===== src/rtl/branch_cond_unit.sv =====
// branch_cond_unit: ID-stage branch resolution helper.
// Holds the NZCV flag register, evaluates the instruction condition field,
// and produces the sign-extended word offset and the branch target.
// Optional macro CC_BYPASS_EN forwards cc_in into condition evaluation
// while s_en is high; without it evaluation always uses the registered flags.
module branch_cond_unit #(
    parameter bit NV_ASSERTS = 1'b0
) (
    input  logic        clk,
    input  logic        reset_n,
    input  logic [31:0] instr,
    input  logic [3:0]  cc_in,
    input  logic        s_en,
    input  logic [31:0] pc_in,
    output logic [3:0]  cc_out,
    output logic        asserted,
    output logic        b_instr,
    output logic        link,
    output logic        choose_ta_r_nop,
    output logic [31:0] sext4_out,
    output logic [31:0] branch_target
);

    localparam int unsigned W_DATA = 32;
    localparam int unsigned W_CC   = 4;
    localparam int unsigned W_OFF  = 24;
    localparam int unsigned W_EXT  = W_DATA - W_OFF - 2;

    logic [W_CC-1:0] cc_q;
    logic [W_CC-1:0] cc_d;
    logic [W_CC-1:0] flags_c;
    logic            n_f;
    logic            z_f;
    logic            c_f;
    logic            v_f;

    // Next flag value: capture ALU flags when the S bit is set, else hold
    always_comb begin
        cc_d = cc_q;
        if (s_en) begin
            cc_d = cc_in;
        end
    end

    // Flag register with asynchronous clear
    always_ff @(posedge clk or negedge reset_n) begin
        if (!reset_n) begin
            cc_q <= '0;
        end else begin
            cc_q <= cc_d;
        end
    end

    assign cc_out = cc_q;

    // Flags used for evaluation, optionally forwarding the same-cycle result
    always_comb begin
`ifdef CC_BYPASS_EN
        flags_c = s_en ? cc_in : cc_q;
`else
        flags_c = cc_q;
`endif
    end

    assign n_f = flags_c[3];
    assign z_f = flags_c[2];
    assign c_f = flags_c[1];
    assign v_f = flags_c[0];

    // Condition field decode; every code yields a defined value
    always_comb begin
        asserted = 1'b0;
        case (instr[31:28])
            4'b0000: asserted = z_f;
            4'b0001: asserted = !z_f;
            4'b0010: asserted = c_f;
            4'b0011: asserted = !c_f;
            4'b0100: asserted = n_f;
            4'b0101: asserted = !n_f;
            4'b0110: asserted = v_f;
            4'b0111: asserted = !v_f;
            4'b1000: asserted = c_f & !z_f;
            4'b1001: asserted = !c_f | z_f;
            4'b1010: asserted = (n_f == v_f);
            4'b1011: asserted = (n_f != v_f);
            4'b1100: asserted = !z_f & (n_f == v_f);
            4'b1101: asserted = z_f | (n_f != v_f);
            4'b1110: asserted = 1'b1;
            4'b1111: asserted = NV_ASSERTS;
        endcase
    end

    // Branch class decode and taken/NOP selection
    always_comb begin
        b_instr         = (instr[27:25] == 3'b101);
        link            = b_instr & instr[24];
        choose_ta_r_nop = asserted & b_instr;
    end

    // Word-scaled sign-extended offset and wrapping target add
    always_comb begin
        sext4_out     = {{W_EXT{instr[W_OFF-1]}}, instr[W_OFF-1:0], 2'b00};
        branch_target = W_DATA'(pc_in + sext4_out);
    end

endmodule


===== config.mk =====
export PLATFORM = sky130hd
export DESIGN_NAME = branch_cond_unit
export DESIGN_NICKNAME = d
export VERILOG_FILES = /design/src/rtl/branch_cond_unit.sv
export SDC_FILE = /design/constraint.sdc
export NUM_CORES = 1
export LEC_CHECK = 0
export ABC_CLOCK_PERIOD_IN_PS = 2940
export BUFFER_PORTS_ARGS = -buffer_cell sky130_fd_sc_hd__buf_2
export CAP_MARGIN = 5
export CORE_MARGIN = 10
export CORE_UTILIZATION = 45
export DETAILED_ROUTE_END_ITERATION = 16
export PLACE_DENSITY_LB_ADDON = 0.25
export SLEW_MARGIN = 0
export SYNTH_ARGS = -nofsm -noshare
export SYNTH_HDL_FRONTEND = slang
export SYNTH_SLANG_ARGS = --single-unit

===== constraint.sdc =====
create_clock -name clk -period 2.94 [get_ports clk]
set_input_delay 0.588 -clock clk [delete_from_list [all_inputs] [get_ports clk]]
set_output_delay 0.588 -clock clk [all_outputs]
set_load 0.02 [all_outputs]

==> results.txt, run 1 <==
The worst setup path is launched from an input pin. The clock network accounts for 8.7% of the total power. Yosys printed 0 warnings. The least setup slack across all paths after layout is -0.354 ns. The die covers 0.00839 mm2. Dividing total power by cell area gives a power density of 344 mW/mm2. After synthesis, the share of flip-flops with an asynchronous set or reset is 100%.

The worst setup path is captured at a primary output. In this run the biggest area consumer among cell types represents 15.7% of the synthesized area. Measured on the finished design, the core utilization comes to 87.6%. In the final layout, the multi-input gates occupy 0.00247 mm2. The analysis attributes to net switching a power of 0.745 mW.

The routed layout has 3,697 vias. The tools report the max-slew violation count as 0. Of all nets on the critical path, the largest fanout is 5. Synthesis produced a netlist whose cell count is 320. Setup repair after global routing could not meet its margin everywhere.

The detail route stage leaves a number of antenna-violating nets equal to 0. For the number of antenna violations at the first check in global routing, the log shows 2. The most repeated cell in the gate-level netlist after synthesis is a21oi_1. The wire length after detailed routing was 13,200 um; the clock-pin slew of the registers on the worst-case setup and hold paths was 0.04 ns. Setup violations remaining at the end of the flow were counted as 22.

In the synthesized netlist the dominant register cell turns out to be dfrtp_1. Buffers placed on the I/O ports in this run total 136. The final number of hold-violating endpoints is 0.

The number of global-route vias before repair is 3,465, and the final total negative setup slack is -3.76 ns. The vias per cell is 6.44. The number of CTS-inserted buffers is 3. For this design, the CTS-stage hold fixing added 0 buffers.

At the end of routability-driven placement, the weighted congestion stood at 0.840. The worst path required time is 2.35 ns, and the final period utilization is 112%. Yosys attributes the largest share of cell area to ha_1, buf_4, a21oi_1, xnor2_1, dfrtp_1. Max-cap violations in this run came to 0.

The clock latency reported for the late side of the worst-skew pair is 0.23 ns, and the standard-cell row count is 25. 143 I/O pins were placed. The met3 layer usage reported by global route was 7.41%; the largest net degree at the start of global routing was 11. The worst supply voltage drop on vdd came out at 0.341 mV. For this design, the sink count on the clock tree is 4. The logs give 0 for the total overflow reported by the global router and 4.34% for the proportion of synthesized chip area in sequential cells. The average instance in the mapped netlist occupies 7.21 um2. The tree is rooted in a clkbuf_8. The switching part of the total power works out to 50.9%. The total area inside the core boundary comes to 0.00485 mm2. TritonCTS built the clock tree. The die is 91.6 um wide.

In this run, the number of DRC markers left after iteration 0 of detailed routing was 447. The tools report the starting utilization of the core area as 47.6%. The clock passes through at most 2 buffers. The summed instance area of the synthesized netlist is 0.00231 mm2. Aggregate global-route resource usage: 23.8%. By count the netlist is led by a21oi_1, buf_4, ha_1. Synthesis instantiated 56 different standard cells from the library. Cells with a size suffix above 1 make up 62.0% of the layout. The die height came out at 91.6 um.

The highest clock frequency the design can meet was 304 MHz. The first TritonRoute pass finished after 6 iterations. The total internal power was 0.718 mW.

For the maximum level of the CTS H-tree, the log shows 1. The final worst clock skew is 0 ns, and the HPWL after detailed placement is 7110 um. The wire length per cell after detailed routing came out at 23.0 um. Part of the total power dissipated in combinational logic: 86.7%.

Hold timing on the final database bottoms out at a slack of 0.159 ns. In the routed design, unresolved DRC markers number 0. The flip-flop count of the largest register after layout is 4. The global-route wire length before repair is 16,800 um, and the sequential cell area is 100 um2.

For met1 alone, demand over resource in global routing was 23.0%. The synthesis-stage register bit count was 4. The biggest area contributor in the post-synthesis netlist is ha_1. Counting I/O delays and the setup requirement, the final critical path takes 3.29 ns. After the last flow step, the layout net total stands at 608. In this run the most used layer during global routing was met2. The run finished, with violations left. The path type of the worst min-delay path was input pin to asynchronous set/reset pin. In this run, flip-flops and latches consume 4.6% of the power.

The final reports fail on setup timing. The setup path with the least slack is of type input pin to primary output. The analysis attributes to cell leakage a power of 2.01 nW. The tools report the register-to-register setup slack as 2.13 ns.

The number of enable-type register cells in the synthesized netlist came out at 0. After filler insertion, the fill cell instance count of the layout stands at 221. Global routing usage on met2: 43.5%. The data arrival time at the worst-slack endpoint came out at 2.71 ns.

Compared with the post-synthesis result, the final layout area differs by 84.3%.
-- final timing paths --
| check | start | end | depth (start not counted) |
|---|---|---|---|
| max | instr[0] | branch_target[28] | 12 |
| min | reset_n | cc_out[1] | 1 |
| max reg2reg | cc_out[2] | cc_out[2] | 1 |
| min reg2reg | cc_out[1] | cc_out[1] | 1 |
| max in group asynchronous | reset_n | cc_out[0] | 1 |
| min in group clk | cc_out[1] | cc_out[1] | 1 |
-- layout by cell type, fill, tap and decap left out, types with 9 or more instances in the layout --
master / count
buf_2: 108
buf_4: 101
nand2_1: 25
a21oi_1: 19
nor2_1: 19
buf_6: 16
ha_4: 15
ha_1: 13
a21oi_2: 12
xnor2_1: 11
nand3_1: 10
xor2_1: 9
-- kinds of logic (layout without fill, tap and decap cells) --
logic type      Yosys count  count (layout)  synth area share [%]
compound gates          102             102                  29.7
simple gates             97              97                  21.2
buf+inv                  55             239                  15.0
fa+ha+maj                30              30                  16.6
xor+xnor                 23              23                  8.74
mux                       8               8                  4.29
flops                     4               4                  4.34
other cells               1               4                 0.163
-- area by class of cell --
cell class,count,area share (%)
multi-input cells,262,58.2
well taps,67,1.97
clock buffers,3,0.972
diodes,2,0.118
flip-flops and latches,4,2.36
repair buffers,227,35.5
inverters,9,0.854
-- critical path, cell delays in order --
cell and delay (ns):
buf_8 0.08, ha_4 0.14, inv_4 0.04, fa_2 0.43
nor2b_4 0.18, o2111ai_4 0.16, a21oi_4 0.23, o211ai_1 0.12
buf_4 0.21, a21oi_1 0.25, nor3_2 0.10, buf_4 0.17
-- through the flow --
step	cells	setup slack, ns	cell area [um2]	total power, mW
finish	574	-0.354	4250	1.46
detailed placement	552	-0.308	3420	1.01
CTS	565	-0.145	3980	1.28
global placement	552	-0.249	3420	0.992
floorplan	321	-0.0514	2410	0.670
global route	574	-0.375	4250	1.53
-- power by group through the flow --
| stage | Sequential [mW] | Combinational, mW | Clock, mW |
|---|---|---|---|
| CTS | 0.0674 | 1.09 | 0.121 |
| finish | 0.0676 | 1.27 | 0.127 |
| global route | 0.0685 | 1.32 | 0.133 |
| detailed placement | 0.0680 | 0.944 | 0 |
| global placement | 0.0677 | 0.924 | 0 |
| floorplan | 0.0734 | 0.597 | 0 |
-- repair_timing --
item                       4_1_cts  5_1_grt
gates cloned                     0        0
setup endpoints to repair       18       20
pin swaps                       25       21
buffers inserted                11        7
resized for setup               86       42
-- metal layers --
layer  up-vias  wire (um)  share of wire, %
li1       1539          -                 -
met2       381       6120                46
met4         0       1220               9.3
met3       139       1540                12
met5         -          0                 0
met1      1638       4320                33
(Power assumes the default switching activity.)
==> inputs of run 2 (changes only) <==
--- a/config.mk
+++ b/config.mk
@@ -11,7 +11,7 @@
 export CORE_MARGIN = 10
 export CORE_UTILIZATION = 45
 export DETAILED_ROUTE_END_ITERATION = 16
-export PLACE_DENSITY_LB_ADDON = 0.25
+export PLACE_DENSITY_LB_ADDON = 0.2
 export SLEW_MARGIN = 0
 export SYNTH_ARGS = -nofsm -noshare
 export SYNTH_HDL_FRONTEND = slang
==> run 2 against run 1 <==
Effect of this change:
- combinational power decreased by 11%
- global-route usage shrank 4.4 points
- cell count fell by 1.6%
- clock power decreased by 5%
- fmax increased by 5.5%
- critical endpoint is now branch_target[26]
- design area is 4.0% lower
- non-clock buffer count decreased by 7
- power shrank 9.7%
- highest routed layer unchanged
- sequential power about the same
- the run still ends with setup timing left
==> results.txt, run 2 (same netlist as run 1, synthesis figures left out) <==
The run finished, with violations left. The checks that failed: setup timing. In this run the clock root is driven by a clkbuf_8. STA classifies the critical path startpoint as an input pin. The final net count was 601 (-1.2%); the signed area change from the synthesized netlist to the final layout was 76.9%.

Counting stages on the worst path, the most repeated cell is buf_4. The run gives 1.96 nW (-2.1%) as the leakage power. The highest net fanout along the worst path is 5 (unchanged). Final worst clock skew: 0 ns (unchanged).

Setup repair after global routing could not meet its margin everywhere. The logs give 0.00485 mm2 (unchanged) for the area of the core region and 3,174 (-8.4%) for the number of global-route vias before repair. The worst supply voltage drop on vdd was 0.372 mV (+9.0%); the worst path required time was 2.35 ns (about the same). The die outline width is 91.6 um (unchanged), and the number of CTS-inserted buffers is 3 (unchanged). The number of antenna violations at the first check in global routing is 0 (-2).

Ratio of cells with drive above 1 in the final layout: 61.2% (-0.74 points). The max-slew violation count was 0 (unchanged); the flip-flop count of the largest register after layout was 4 (unchanged). The maximum buffer depth of the clock tree was 2 (unchanged).

The path type of the worst min-delay path is input pin to asynchronous set/reset pin. The logs give 11 (-50%) for the final-report setup violation count and 0.00839 mm2 (unchanged) for the overall die area. Global placement routability congestion: 0.834 (-0.74%).

The HPWL after detailed placement is 6820 um (-4.1%), and the aggregate global-route resource usage is 19.4% (-4.4 points). The logs give 0 (-2) for the count of antenna diodes in the layout and 0 (unchanged) for the total DRC errors in the routed layout. The die height was 91.6 um (unchanged). Walking the worst path, the cells encountered are buf_2, inv_1, fa_2, nor2b_4, o2111ai_4, a21oi_4, o211ai_1, buf_4, a21oi_1, nor3_2, buf_4.

For the global-route wire length before repair, the log shows 14,200 um (-16%). The clock-pin slew of the registers on the worst-case setup and hold paths is 0.03 ns (about the same). The wire length after detailed routing was 9750 um (-26%); the number of detailed-route iterations in the first pass was 4 (-2). The vias per cell works out to 5.61 (-13%). The largest net degree at the start of global routing was 11 (unchanged). The number of violations reported at the end of detailed-routing iteration 0 was 198 (-56%); the time the final worst path needs with I/O delays and setup was 3.12 ns (-0.172 ns). Cell area power density: 324 mW/mm2 (-5.9%). The number of fill cells is 281 (+27%). The clock latency reported for the late side of the worst-skew pair came out at 0.22 ns (about the same). The highest clock frequency the design can meet is 320 MHz (+5.5%), and the overall via count from detail_route is 3,167 (-14%). The least setup slack across all paths after layout is -0.182 ns (+0.172 ns), and the starting utilization of the core area is 47.6% (unchanged). The run gives 1 (unchanged) as the maximum level of the CTS H-tree. The tools report the standard-cell row count as 25 (unchanged). The critical-path cell with the highest stage delay was fa_2. The overall power after layout is 1.32 mW (-9.7%). The wire length per cell after detailed routing was 17.3 um (-25%). The tools report the type of destination of the critical path as a primary output. TritonCTS built the clock tree. The tools report the number of top-level pins as 143 (unchanged).

In the layout the commonest cells are buf_2, buf_4, nand2_1, nor2_1, a21oi_1. For the utilization after layout, the log shows 84.1% (-3.5 points). The max-capacitance violation count came out at 0 (unchanged). The most common cell after layout, fill and taps aside was buf_2. The number of sinks handled by clock tree synthesis is 4 (unchanged), and the total overflow reported by the global router is 0 (unchanged). The number of hold-repair buffers added at the cts stage came out at 0 (unchanged).

The final period utilization is 106% (-5.8 points). The delay of the slowest critical-path stage was 0.42 ns (about the same); the final number of hold-violating endpoints was 0 (unchanged). The data arrival time at the worst-slack endpoint came out at 2.53 ns (-0.18 ns). Critical path class: input pin to primary output.

The remaining antenna violation count after routing was 0 (unchanged); the count of input and output buffers was 136 (unchanged).
## run 2: final cells by class
| type | count | area (um2) | area share, % |
|---|---|---|---|
| Multi-Input combinational cell | 262 | 2420 | 59.4 |
| Timing Repair Buffer | 220 | 1400 | 34.2 |
| Sequential cell | 4 | 100 | 2.45 |
| Tap cell | 67 | 83.8 | 2.06 |
| Clock buffer | 3 | 41.3 | 1.01 |
| Inverter | 9 | 33.8 | 0.828 |
## run 2: worst max-delay path, delay by kind of cell
family | cells | cell delay (ns)
AO/OA/AOI/OAI | 4 | 0.68
adder cells (fa/ha/maj) | 1 | 0.42
buffers and inverters | 4 | 0.59
AND/OR/NAND/NOR | 2 | 0.24
## run 2: repair_timing
action	in CTS	in global routing
buffers inserted	5	5
pin swaps	17	17
endpoints found under the setup margin	17	21
resized for setup	64	40
## run 2: where the power goes
part / leakage (nW) / switching [mW] / internal (mW) / total [mW]
Combinational: 1.90 / 0.615 / 0.518 / 1.13
Sequential: 0.0468 / 0.00657 / 0.0610 / 0.0676
Clock: 0.0216 / 0.0335 / 0.0877 / 0.121
Total: 1.96 / 0.655 / 0.666 / 1.32
## run 2: layer usage
metal	part of all wire [%]	routed length [um]	vias to the layer above	track usage, %
met5	0	0	-	0
met1	39	3830	1476	20.5
met4	2.4	236	0	7.18
li1	-	-	1517	-
met3	8.0	777	28	4.94
met2	50	4900	146	35.7
## run 2: through the flow
stage	cells	instance area [um2]	worst slack (ns)	TNS (ns)	hold WS, ns
finish	565	4080	-0.182	-1.16	0.162
global route	565	4080	-0.227	-1.93	0.159
CTS	560	3820	-0.150	-0.835	0.160
detailed placement	553	3420	-0.365	-2.92	0.397
global placement	553	3420	-0.284	-2.43	0.392
floorplan	321	2410	-0.0514	-0.0514	0.292
## run 2: worst paths after layout
path	slack [ns]	cells past startpoint	startpoint	end
min	0.16	1	reset_n	cc_out[1]
max in group asynchronous	2.66	1	reset_n	cc_out[2]
min reg2reg	0.58	1	cc_out[2]	cc_out[2]
min in group clk	0.58	1	cc_out[2]	cc_out[2]
max reg2reg	2.11	1	cc_out[1]	cc_out[1]
max	-0.18	11	pc_in[3]	branch_target[26]
==> inputs of run 3 (changes only) <==
--- a/config.mk
+++ b/config.mk
@@ -9,7 +9,8 @@
 export BUFFER_PORTS_ARGS = -buffer_cell sky130_fd_sc_hd__buf_2
 export CAP_MARGIN = 5
 export CORE_MARGIN = 10
-export CORE_UTILIZATION = 45
+export CORE_UTILIZATION = 30
+export CTS_BUF_LIST = sky130_fd_sc_hd__clkbuf_16
 export DETAILED_ROUTE_END_ITERATION = 16
 export PLACE_DENSITY_LB_ADDON = 0.2
 export SLEW_MARGIN = 0
==> run 3 against run 2 <==
Effect of this change:
- the run still ends with setup timing left
- global-route usage shrank 5.3 points
- clock skew is the same
- sequential power is essentially flat
- clock power grew 78%
- flip-flop and latch count is the same
- critical path depth shrank 1
- setup slack gained 0.025 ns
- worst hold slack lost 0.0022 ns
- power grew 9.5%
- utilization shrank 25 points
==> results.txt, run 3 (same netlist as run 1, synthesis figures left out) <==
The total internal power was 0.791 mW (+19%). The number of top-level pins came out at 143 (unchanged). Cell family with the largest share of critical-path delay: compound AO/OA/AOI/OAI gates. The final period utilization was 105% (-0.84 points); the overall die area was 0.0116 mm2 (+38%). Walking the worst path, the cells encountered are buf_8, ha_4, a21oi_4, buf_6, o2111ai_2, a221o_1, mux2i_2, o41ai_4, nor3_2, buf_4. Delay of the slowest critical-path stage: 0.39 ns (-0.03 ns). The logs give 1 (unchanged) for the maximum level of the CTS H-tree and 10 (-1) for the final-report setup violation count. The tools report the final total negative setup slack as -0.723 ns (+0.440 ns). The run gives 2 (unchanged) as the maximum buffer depth of the clock tree. The register share of total power was 4.7% (-0.4 points); the die outline width was 108 um (+18%). The tree is rooted in a clkbuf_16. The switching part of the total power came out at 45.4% (-4.2 points).

Starting utilization of the core area: 31.3% (-16 points). The time the final worst path needs with I/O delays and setup works out to 3.10 ns (-0.0246 ns). The largest individual stage delay along the critical path comes from the cell a221o_1. The highest net fanout along the worst path was 6 (+1); the area of the core region was 0.00737 mm2 (+52%). TritonCTS built the clock tree.

The flip-flop count of the largest register after layout was 4 (unchanged); the standard-cell row count was 31 (+24%). Overall via count from detail_route: 3,045 (-3.9%). The number of global-route vias before repair was 3,109 (-2.0%); the global placement routability congestion was 0.883 (+5.8%). The clock-pin slew of the registers on the worst-case setup and hold paths is 0.03 ns (about the same). The tools report the max-slew violation count as 0 (unchanged). The final number of hold-violating endpoints is 0 (unchanged). The critical path is of the input pin to primary output type.

The worst supply voltage drop on vdd is 0.393 mV (+5.7%), and the highest clock frequency the design can meet is 323 MHz (+0.80%). The largest net degree at the start of global routing is 11 (unchanged). The cell area power density is 333 mW/mm2 (+2.7%), and the vias per cell is 5.02 (-10%).

HPWL after detailed placement: 7290 um (+6.9%). The count of input and output buffers is 136 (unchanged), and the max-capacitance violation count is 0 (unchanged). The ratio of cells with drive above 1 in the final layout is 63.9% (+2.7 points).

The total overflow reported by the global router was 0 (unchanged); the clock latency reported for the late side of the worst-skew pair was 0.23 ns (about the same). The path class of the tightest hold or removal check is input pin to asynchronous set/reset pin. Setup repair after global routing could not meet its margin everywhere.

Leaving out fill and tap cells, the most frequent cell in the layout is buf_2. The final worst clock skew came out at 0 ns (unchanged). The worst path required time was 2.35 ns (about the same); the data arrival time at the worst-slack endpoint was 2.51 ns (-0.02 ns). The logs give -0.157 ns (+0.0246 ns) for the least setup slack across all paths after layout and 3 (unchanged) for the number of CTS-inserted buffers. The run gives 14.1% (-5.3 points) as the aggregate global-route resource usage. The die height is 108 um (+18%).

Type of destination of the critical path: a primary output. The number of violations reported at the end of detailed-routing iteration 0 is 99 (-50%), and the remaining antenna violation count after routing is 0 (unchanged). The wire length after detailed routing was 9150 um (-6.1%); the number of buffers and inverters on the critical path was 3 (-1). The checks that failed: setup timing. The run gives 2.03 nW (+3.6%) as the leakage power. The run gives 4 (unchanged) as the number of detailed-route iterations in the first pass. The run finished, with violations left.

The switching power was 0.656 mW (+0.20%). Wire length per cell after detailed routing: 15.1 um (-12%). The number of antenna violations at the first check in global routing is 0 (unchanged), and the count of antenna diodes in the layout is 0 (unchanged). Total DRC errors in the routed layout: 0 (unchanged). The final net count came out at 610 (+1.5%). The number of sinks handled by clock tree synthesis came out at 4 (unchanged). The part of the total power dissipated in combinational logic was 80.5% (-5.2 points); the number of hold-repair buffers added at the cts stage was 0 (unchanged). Global-route wire length before repair: 14,200 um (-0.44%). The kind of start point of the critical path is an input pin. Leaving out fill and tap cells, the most frequent cells in the layout are buf_2, buf_4, nand2_1, nor2_1, a21oi_2. Compared with the post-synthesis result, the final layout area differs by 88.7%. For the portion of total power attributed to the clock network, the log shows 14.8% (+5.6 points). The post-placement setup slack is -0.354 ns (+0.0108 ns).
## run 3: through the flow
stage	util (%)	power, mW	instances	cell area [um2]	hold WS (ns)
3_3_place_gp	47.6	1.02	591	3510	0.393
3_5_place_dp	47.6	1.03	591	3510	0.396
4_1_cts	53.4	1.34	600	3940	0.159
2_1_floorplan	-	0.670	321	2410	0.292
5_1_grt	59.0	1.54	606	4350	0.164
6_report	59.0	1.45	606	4350	0.160
## run 3: power groups by stage
| stage | clock network (mW) | registers (mW) | logic [mW] |
|---|---|---|---|
| 2_1_floorplan | 0 | 0.0734 | 0.597 |
| 3_3_place_gp | 0 | 0.0681 | 0.951 |
| 3_5_place_dp | 0 | 0.0680 | 0.957 |
| 4_1_cts | 0.217 | 0.0676 | 1.05 |
| 5_1_grt | 0.221 | 0.0687 | 1.25 |
| 6_report | 0.215 | 0.0675 | 1.17 |
## run 3: per-layer routing
metal | GRT usage (%) | part of all wire, % | up-vias
li1 | - | - | 1526
met1 | 16.0 | 40 | 1398
met2 | 25.6 | 50 | 109
met3 | 4.01 | 8.0 | 12
met4 | 2.77 | 1.4 | 0
met5 | 0 | 0 | -
## run 3: final cells by class
type,count,area (um2)
Fill cell,679,3020
Multi-Input combinational cell,262,2490
Timing Repair Buffer,229,1530
Tap cell,99,124
Sequential cell,4,100
Clock buffer,3,75.1
Inverter,9,33.8
## run 3: final timing paths
kind,to,start,cells past startpoint,slack [ns]
setup / recovery,branch_target[28],instr[23],10,-0.16
hold / removal,cc_out[1],reset_n,1,0.16
setup reg to reg,cc_out[0],cc_out[0],1,2.12
hold reg to reg,cc_out[3],cc_out[3],1,0.58
max in group asynchronous,cc_out[0],reset_n,1,2.66
min in group clk,cc_out[3],cc_out[3],1,0.58
## run 3: repair_timing
action	4_1_cts	5_1_grt
setup endpoints to repair	19	17
pin swaps	25	29
setup buffers	7	6
resized for setup	60	72
